## src/rtl/coproc_pkg.sv

```systemverilog
// Shared types, frame geometry and opcode decode for the coprocessor SPI dispatcher.
package coproc_pkg;

    localparam int FRAME_W  = 72;
    localparam int RESULT_W = 32;
    localparam int BITCNT_W = 7;

    localparam logic [BITCNT_W-1:0] TX_BITS = 7'd72;
    localparam logic [BITCNT_W-1:0] RX_BITS = 7'd32;

    // Encoding doubles as the cs_n / miso bit index for the three real units.
    typedef enum logic [1:0] {
        UNIT_ALU = 2'd0,
        UNIT_MUL = 2'd1,
        UNIT_SHF = 2'd2,
        UNIT_ILL = 2'd3
    } unit_e;

    typedef enum logic [2:0] {
        ST_IDLE    = 3'd0,
        ST_SEND    = 3'd1,
        ST_WAIT    = 3'd2,
        ST_RECEIVE = 3'd3,
        ST_RESP    = 3'd4
    } state_e;

    function automatic unit_e decode_unit(input logic [3:0] opcode);
        unit_e unit;
        if (opcode <= 4'd5) begin
            unit = UNIT_ALU;
        end else if (opcode <= 4'd8) begin
            unit = UNIT_SHF;
        end else if (opcode == 4'd9) begin
            unit = UNIT_MUL;
        end else begin
            unit = UNIT_ILL;
        end
        return unit;
    endfunction

    function automatic logic [2:0] unit_cs_n(input unit_e unit);
        logic [2:0] cs;
        case (unit)
            UNIT_ALU: cs = 3'b110;
            UNIT_MUL: cs = 3'b101;
            UNIT_SHF: cs = 3'b011;
            default:  cs = 3'b111;
        endcase
        return cs;
    endfunction

endpackage

```

## src/rtl/spi_master_shifter.sv

```systemverilog
// Mode-0 SPI bit engine: runs one phase (72-bit transmit or 32-bit receive) per load pulse.
module spi_master_shifter
    import coproc_pkg::*;
#(
    parameter int CLK_DIV = 1
) (
    input  logic                clock,
    input  logic                reset,
    input  logic                i_load_tx,
    input  logic                i_load_rx,
    input  logic [FRAME_W-1:0]  i_frame,
    input  logic                i_miso,
    output logic                o_sclk,
    output logic                o_mosi,
    output logic                o_done,
    output logic [RESULT_W-1:0] o_rx_data
);

    localparam int DIV_W = (CLK_DIV > 1) ? $clog2(CLK_DIV) : 1;
    localparam logic [DIV_W-1:0] DIV_LAST = DIV_W'(CLK_DIV - 1);

    logic                r_active;
    logic                r_rx_mode;
    logic                r_sclk;
    logic                r_mosi;
    logic [DIV_W-1:0]    r_div;
    logic [BITCNT_W-1:0] r_bits;
    logic [FRAME_W-1:0]  r_tx;
    logic [RESULT_W-1:0] r_rx;

    logic w_tick;
    logic w_rise;
    logic w_fall;
    logic w_last;

    assign w_tick = r_active && (r_div == DIV_LAST);
    assign w_rise = w_tick && !r_sclk;
    assign w_fall = w_tick && r_sclk;
    // The falling edge that closes the final bit period ends the phase.
    assign w_last = w_fall && (r_bits == 7'd1);

    // Half-period divider, sclk toggling, transmit shifting and receive sampling.
    always_ff @(posedge clock) begin
        if (reset) begin
            r_active  <= 1'b0;
            r_rx_mode <= 1'b0;
            r_sclk    <= 1'b0;
            r_mosi    <= 1'b0;
            r_div     <= '0;
            r_bits    <= 7'd0;
            r_tx      <= '0;
            r_rx      <= '0;
        end else if (i_load_tx) begin
            r_active  <= 1'b1;
            r_rx_mode <= 1'b0;
            r_sclk    <= 1'b0;
            r_div     <= '0;
            r_bits    <= TX_BITS;
            r_tx      <= i_frame;
            r_mosi    <= i_frame[FRAME_W-1];
        end else if (i_load_rx) begin
            r_active  <= 1'b1;
            r_rx_mode <= 1'b1;
            r_sclk    <= 1'b0;
            r_div     <= '0;
            r_bits    <= RX_BITS;
            r_mosi    <= 1'b0;
            r_rx      <= '0;
        end else if (r_active) begin
            if (w_tick) begin
                r_div  <= '0;
                r_sclk <= !r_sclk;
                if (w_rise && r_rx_mode) begin
                    r_rx <= {r_rx[RESULT_W-2:0], i_miso};
                end
                if (w_fall) begin
                    r_bits <= r_bits - 7'd1;
                    if (w_last) begin
                        r_active <= 1'b0;
                        r_mosi   <= 1'b0;
                    end else if (!r_rx_mode) begin
                        r_mosi <= r_tx[FRAME_W-2];
                        r_tx   <= {r_tx[FRAME_W-2:0], 1'b0};
                    end
                end
            end else begin
                r_div <= r_div + DIV_W'(1);
            end
        end
    end

    assign o_sclk    = r_sclk;
    assign o_mosi    = r_mosi;
    assign o_done    = w_last;
    assign o_rx_data = r_rx;

endmodule

```

## src/rtl/coproc_spi_dispatcher.sv

```systemverilog
// Dispatches one opcode/operand request at a time over a shared SPI bus to the ALU,
// multiplier or barrel shifter and returns the 32-bit result with the request tag.
module coproc_spi_dispatcher
    import coproc_pkg::*;
#(
    parameter int CLK_DIV    = 1,
    parameter int TURNAROUND = 4
) (
    input  logic        clock,
    input  logic        reset,
    input  logic        req_valid,
    output logic        req_ready,
    input  logic [3:0]  req_opcode,
    input  logic [3:0]  req_rd,
    input  logic [31:0] req_a,
    input  logic [31:0] req_b,
    output logic        rsp_valid,
    input  logic        rsp_ready,
    output logic [31:0] rsp_result,
    output logic [3:0]  rsp_rd,
    output logic        rsp_error,
    output logic        busy,
    output logic        sclk,
    output logic        mosi,
    output logic [2:0]  cs_n,
    input  logic [2:0]  miso
);

    localparam int WAIT_CYC = TURNAROUND * 2 * CLK_DIV;

    state_e      r_state;
    unit_e       r_unit;
    logic [3:0]  r_rd;
    logic [15:0] r_wait;
    logic [2:0]  r_cs_n;
    logic        r_req_ready;
    logic        r_busy;
    logic        r_rsp_valid;
    logic [31:0] r_rsp_result;
    logic [3:0]  r_rsp_rd;
    logic        r_rsp_error;

    state_e      w_state_nxt;
    unit_e       w_dec_unit;
    unit_e       w_unit_sel;
    logic        w_load_tx;
    logic        w_load_rx;
    logic        w_miso;
    logic        w_done;
    logic        w_in_xfer;
    logic [31:0] w_rx_data;

    assign w_dec_unit = decode_unit(req_opcode);
    assign w_unit_sel = (r_state == ST_IDLE) ? w_dec_unit : r_unit;
    assign w_in_xfer  = (w_state_nxt == ST_SEND) || (w_state_nxt == ST_WAIT) ||
                        (w_state_nxt == ST_RECEIVE);

    // Route the addressed unit's data line into the shared receive path.
    always_comb begin
        case (r_unit)
            UNIT_ALU: w_miso = miso[0];
            UNIT_MUL: w_miso = miso[1];
            UNIT_SHF: w_miso = miso[2];
            default:  w_miso = 1'b0;
        endcase
    end

    // Next-state decode and phase-start pulses for the shifter.
    always_comb begin
        w_state_nxt = r_state;
        w_load_tx   = 1'b0;
        w_load_rx   = 1'b0;
        case (r_state)
            ST_IDLE: begin
                if (req_valid) begin
                    if (w_dec_unit == UNIT_ILL) begin
                        w_state_nxt = ST_RESP;
                    end else begin
                        w_state_nxt = ST_SEND;
                        w_load_tx   = 1'b1;
                    end
                end else begin
                    w_state_nxt = ST_IDLE;
                end
            end
            ST_SEND: begin
                if (w_done && (WAIT_CYC == 0)) begin
                    w_state_nxt = ST_RECEIVE;
                    w_load_rx   = 1'b1;
                end else if (w_done) begin
                    w_state_nxt = ST_WAIT;
                end else begin
                    w_state_nxt = ST_SEND;
                end
            end
            ST_WAIT: begin
                if (r_wait == 16'd0) begin
                    w_state_nxt = ST_RECEIVE;
                    w_load_rx   = 1'b1;
                end else begin
                    w_state_nxt = ST_WAIT;
                end
            end
            ST_RECEIVE: begin
                if (w_done) begin
                    w_state_nxt = ST_RESP;
                end else begin
                    w_state_nxt = ST_RECEIVE;
                end
            end
            ST_RESP: begin
                if (r_rsp_valid && rsp_ready) begin
                    w_state_nxt = ST_IDLE;
                end else begin
                    w_state_nxt = ST_RESP;
                end
            end
            default: w_state_nxt = ST_IDLE;
        endcase
    end

    // State register plus registered handshake, select and response outputs.
    always_ff @(posedge clock) begin
        if (reset) begin
            r_state      <= ST_IDLE;
            r_unit       <= UNIT_ALU;
            r_rd         <= 4'd0;
            r_wait       <= 16'd0;
            r_cs_n       <= 3'b111;
            r_req_ready  <= 1'b1;
            r_busy       <= 1'b0;
            r_rsp_valid  <= 1'b0;
            r_rsp_result <= 32'd0;
            r_rsp_rd     <= 4'd0;
            r_rsp_error  <= 1'b0;
        end else begin
            r_state     <= w_state_nxt;
            r_req_ready <= (w_state_nxt == ST_IDLE);
            r_busy      <= (w_state_nxt != ST_IDLE);
            r_cs_n      <= w_in_xfer ? unit_cs_n(w_unit_sel) : 3'b111;
            // Valid trails RESP entry by a cycle and drops on the handshake edge.
            r_rsp_valid <= (r_state == ST_RESP) && (w_state_nxt == ST_RESP);

            if ((r_state == ST_IDLE) && req_valid) begin
                r_unit <= w_dec_unit;
                r_rd   <= req_rd;
                if (w_dec_unit == UNIT_ILL) begin
                    r_rsp_result <= 32'd0;
                    r_rsp_rd     <= req_rd;
                    r_rsp_error  <= 1'b1;
                end
            end

            if ((r_state == ST_RECEIVE) && w_done) begin
                r_rsp_result <= w_rx_data;
                r_rsp_rd     <= r_rd;
                r_rsp_error  <= 1'b0;
            end

            if ((r_state == ST_SEND) && w_done) begin
                r_wait <= 16'(WAIT_CYC - 1);
            end else if ((r_state == ST_WAIT) && (r_wait != 16'd0)) begin
                r_wait <= r_wait - 16'd1;
            end
        end
    end

    spi_master_shifter #(
        .CLK_DIV (CLK_DIV)
    ) u_shifter (
        .clock     (clock),
        .reset     (reset),
        .i_load_tx (w_load_tx),
        .i_load_rx (w_load_rx),
        .i_frame   ({req_opcode, 4'b0000, req_a, req_b}),
        .i_miso    (w_miso),
        .o_sclk    (sclk),
        .o_mosi    (mosi),
        .o_done    (w_done),
        .o_rx_data (w_rx_data)
    );

    assign req_ready  = r_req_ready;
    assign busy       = r_busy;
    assign cs_n       = r_cs_n;
    assign rsp_valid  = r_rsp_valid;
    assign rsp_result = r_rsp_result;
    assign rsp_rd     = r_rsp_rd;
    assign rsp_error  = r_rsp_error;

endmodule

```

## config.mk

```make
export PLATFORM = sky130hd
export DESIGN_NAME = coproc_spi_dispatcher
export DESIGN_NICKNAME = d
export VERILOG_FILES = /design/src/rtl/coproc_pkg.sv /design/src/rtl/spi_master_shifter.sv /design/src/rtl/coproc_spi_dispatcher.sv
export SDC_FILE = /design/constraint.sdc
export NUM_CORES = 1
export LEC_CHECK = 0
export CORE_MARGIN = 3
export CORE_UTILIZATION = 48
export DETAILED_ROUTE_END_ITERATION = 10
export PLACE_DENSITY = 0.75
export SYNTH_ARGS = -nofsm -noshare
export SYNTH_HDL_FRONTEND = slang
export SYNTH_SLANG_ARGS = --single-unit
```

## constraint.sdc

```tcl
create_clock -name clock -period 1.9 [get_ports clock]
set_input_delay 0.285 -clock clock [delete_from_list [all_inputs] [get_ports clock]]
set_output_delay 0.285 -clock clock [all_outputs]
set_load 0.05 [all_outputs]
```

==> results.py <==
metrics = {
    "sta": {
        "final_max_slew_viol_count": 0,
        "worst_slack_ps": -119,
        "hold_viol_final": 0,
        "finalSetupViolCount": 30,
        "worst_pin_slew_ps": 565,
        "fin_crit_ps": 2020,
        "fmax_ghz": 0.495,
        "fin_crit_sh": 1.06,
        "grt_setup_unrepaired": "true",
        "relSlewSlack": 0.622,
        "setup-tns-final_ps": -796,
        "skew_ps": 11.8,
    },
    "setup_path": {
        "cp.arrival_ps": 2350,
        "cp-end-kind": "flop",
        "critical_path_class": "reg2reg",
        "rrSetupSlack_ps": -120,
        "critPathMaxFanout": 14,
        "worst_ep_required_time_ps": 2230,
        "cp-start-kind": "flop",
    },
    "synthesis": {
        "synthXorXnorAreaFrac": 0.0241,
        "synthMuxAreaShare": 0.0153,
        "synth_top_family_by_area": "compound AO/OA/AOI/OAI gates",
        "yosysMostFrequentCell": "dfxtp_1",
        "ys_seq_area_frac": 0.481,
        "synth_nets": 913,
        "synth_compound_area_frac": 0.220,
        "synth-adder-area-share": 0.00657,
        "synth_seq_cells": 183,
        "synthesis.area_sq_um": 7620,
        "synthSimpleGateAreaFrac": 0.207,
        "synth-edff-count": 0,
        "ys.flop_type": "dfxtp_1",
        "synth_largest_area_cell": "dfxtp_1",
        "async_reset_ff_frac": 0,
        "synth_top_area_frac": 0.481,
        "synth.distinct_cells": 63,
        "synth_common_cells": "183 x dfxtp_1, 126 x nor2_1, 100 x nand2_1, 71 x a21oi_1, 33 x a22oi_1",
        "synth_area_per_cell_sq_um": 9.18,
        "synthCells": 830,
        "synth.yosys.warnings": 0,
        "yosys-top-cells-area": "dfxtp_1 48%, nor2_1 6.2%, nand2_1 4.9%, a21oi_1 4.7%, a22o_1 3.7%",
    },
    "layout": {
        "antenna-diode-count": 0,
        "nets": 1105,
        "stdcell_area_sq_um": 11400,
        "area_growth_pct": 49.7,
        "drive_above_1_share": 0.320,
        "fin_util": 0.742,
        "fill_cells": 1008,
    },
    "grt": {
        "grt_pass1_vias": 6434,
        "grt.total_usage": 0.230,
        "antenna_found_initial": 0,
        "grt-ovfl-total": 0,
        "grt_max_degree": 58,
        "grt_first_pass_wirelength_um": 33100,
    },
    "cts": {
        "cts-root-buf": "clkbuf_16",
        "clk_latency_ps": 450,
        "cts_sinks": 183,
        "cts_buffers": 17,
        "cts.clk_slew.worst_paths_ps": 70,
        "htreeDepth": 4,
        "cts.path.max_buffers": 2,
        "cts_tree": "built",
        "postCtsHoldBufs": 0,
    },
    "floorplanning": {
        "start_util": 0.495,
        "rows": 45,
        "io-pin-count": 124,
        "core_sq_um": 15400,
        "die_w_um": 132,
        "die_h_um": 132,
        "die_area_sq_um": 17400,
    },
    "flow_run": {
        "maxCapViolCount": 0,
    },
    "placement": {
        "gp_congestion": 0.824,
        "placed_area_sq_um": 9670,
        "place_ws_ps": -301,
        "port_buffers": 123,
        "hpwl_um": 12500,
    },
    "pwr": {
        "ir_drop_mv": 0.753,
        "sequentialPowerShare": 0.461,
        "swShare": 0.289,
        "cellPowerDensity_nw_per_um2": 794,
        "combPwrFrac": 0.153,
        "p_int_uw": 6440,
        "pwr-share-clk": 0.386,
        "p_leak_uw": 0.00461,
        "p_total_uw": 9050,
        "netSwitchingPower_uw": 2610,
    },
    "hold_path": {
        "hold_path.class": "in2reg",
    },
    "detailed_routing": {
        "viasPerCell": 5.64,
        "drt_wl_total_um": 22500,
        "vias": 7024,
        "ant_nets": 0,
        "first_pass_iters": 5,
        "routedWlPerCell_um": 18.0,
        "drt-initial-drc-count": 545,
        "drc": 0,
    },
    "run_status": {
        "status": "complete, but fails checks",
        "violations": "setup timing",
    },
}
[worst paths after layout]
check	startpoint	to	cells past startpoint
min	reset	u_shifter.r_bits[6]$_SDFFE_PP0P_	2
min reg2reg	r_rd[1]$_SDFFE_PP0P_	r_rd[1]$_SDFFE_PP0P_	2
max	u_shifter.r_bits[1]$_SDFFE_PP0P_	u_shifter.r_tx[1]$_SDFFE_PP0P_	9
max reg2reg	u_shifter.r_bits[1]$_SDFFE_PP0P_	u_shifter.r_tx[1]$_SDFFE_PP0P_	9
[registers in the layout (all words and copies together) (netlist names), 2 cells and up]
signal / count
r_unit: 2
r_rd: 4
u_shifter.r_bits: 7
cs_n: 3
u_shifter.o_rx_data: 32
r_state: 3
r_wait: 16
rsp_result: 32
rsp_rd: 4
u_shifter.r_tx: 71
[per-stage QoR]
stage                     hold WS, ps  instances
after floorplan                   421        830
after global placement            444       1190
after detailed placement          450       1190
after CTS                         222       1234
after global routing              244       1246
final                             247       1246
[cell type report]
| type | instances | area, sq um | share of cell area |
|---|---|---|---|
| Clock buffer | 17 | 425 | 0.0373 |
| Inverter | 8 | 30.0 | 0.00263 |
| Timing Repair Buffer | 237 | 2600 | 0.228 |
| Clock inverter | 15 | 146 | 0.0128 |
| Tap cell | 211 | 264 | 0.0231 |
| Sequential cell | 183 | 3680 | 0.323 |
| Multi-Input combinational cell | 575 | 4260 | 0.373 |
[power by group through the flow]
stage | combinational (uW) | sequential [uW] | clock (uW)
2_1_floorplan | 600 | 4260 | 0
3_3_place_gp | 1120 | 4210 | 0
5_1_grt | 1480 | 4190 | 3660
3_5_place_dp | 1140 | 4210 | 0
6_report | 1390 | 4170 | 3500
4_1_cts | 1230 | 4140 | 3500
[layout by cell type (no fill, tap or decap), drive strengths merged, types with 6 or more instances in the layout]
cell           instances
buf                  112
nor3                  12
a211oi                51
o21ai                  7
clkbuf                22
inv                   20
clkdlybuf4s50         80
nor2                 132
a311oi                16
a21oi                 72
xnor2                 16
a22oi                 33
a22o                  32
dlygate4sd2           18
nand3b                 6
mux2i                  6
dlymetal6s2s          21
dfxtp                183
nand2                100
nand3                 24
nor4                  11
[routing by layer]
metal	vias up	routed length, um	global-route usage
li1	3349	-	-
met1	3421	9740	0.307
met5	-	0	0
met2	219	11200	0.373
met4	0	391	0.0700
met3	35	1160	0.0519
[worst max-delay path: stages (launching register included)]
cell	delay (ps)
dfxtp_2	330
inv_2	50
ha_4	150
nor2b_4	130
a211oi_4	230
a21boi_4	240
buf_12	190
buf_16	170
nand3_2	60
a311oi_1	340
[cells by family (layout without fill, tap and decap cells)]
kind of cell / count (synthesis) / count (layout)
AO/OA/AOI/OAI: 223 / 223
AND/OR/NAND/NOR: 316 / 316
adder cells (fa/ha/maj): 4 / 4
buffers and inverters: 72 / 277
multiplexers: 11 / 11
flip-flops: 183 / 183
XOR/XNOR: 21 / 21
[timing repair]
item	CTS	global route
resized for setup	80	119
hold endpoints to repair	0	0
pin swaps	17	38
setup endpoints to repair	141	153
gates cloned	6	5
setup buffers	6	8
Note: power is estimated with default switching activity, not from simulation.
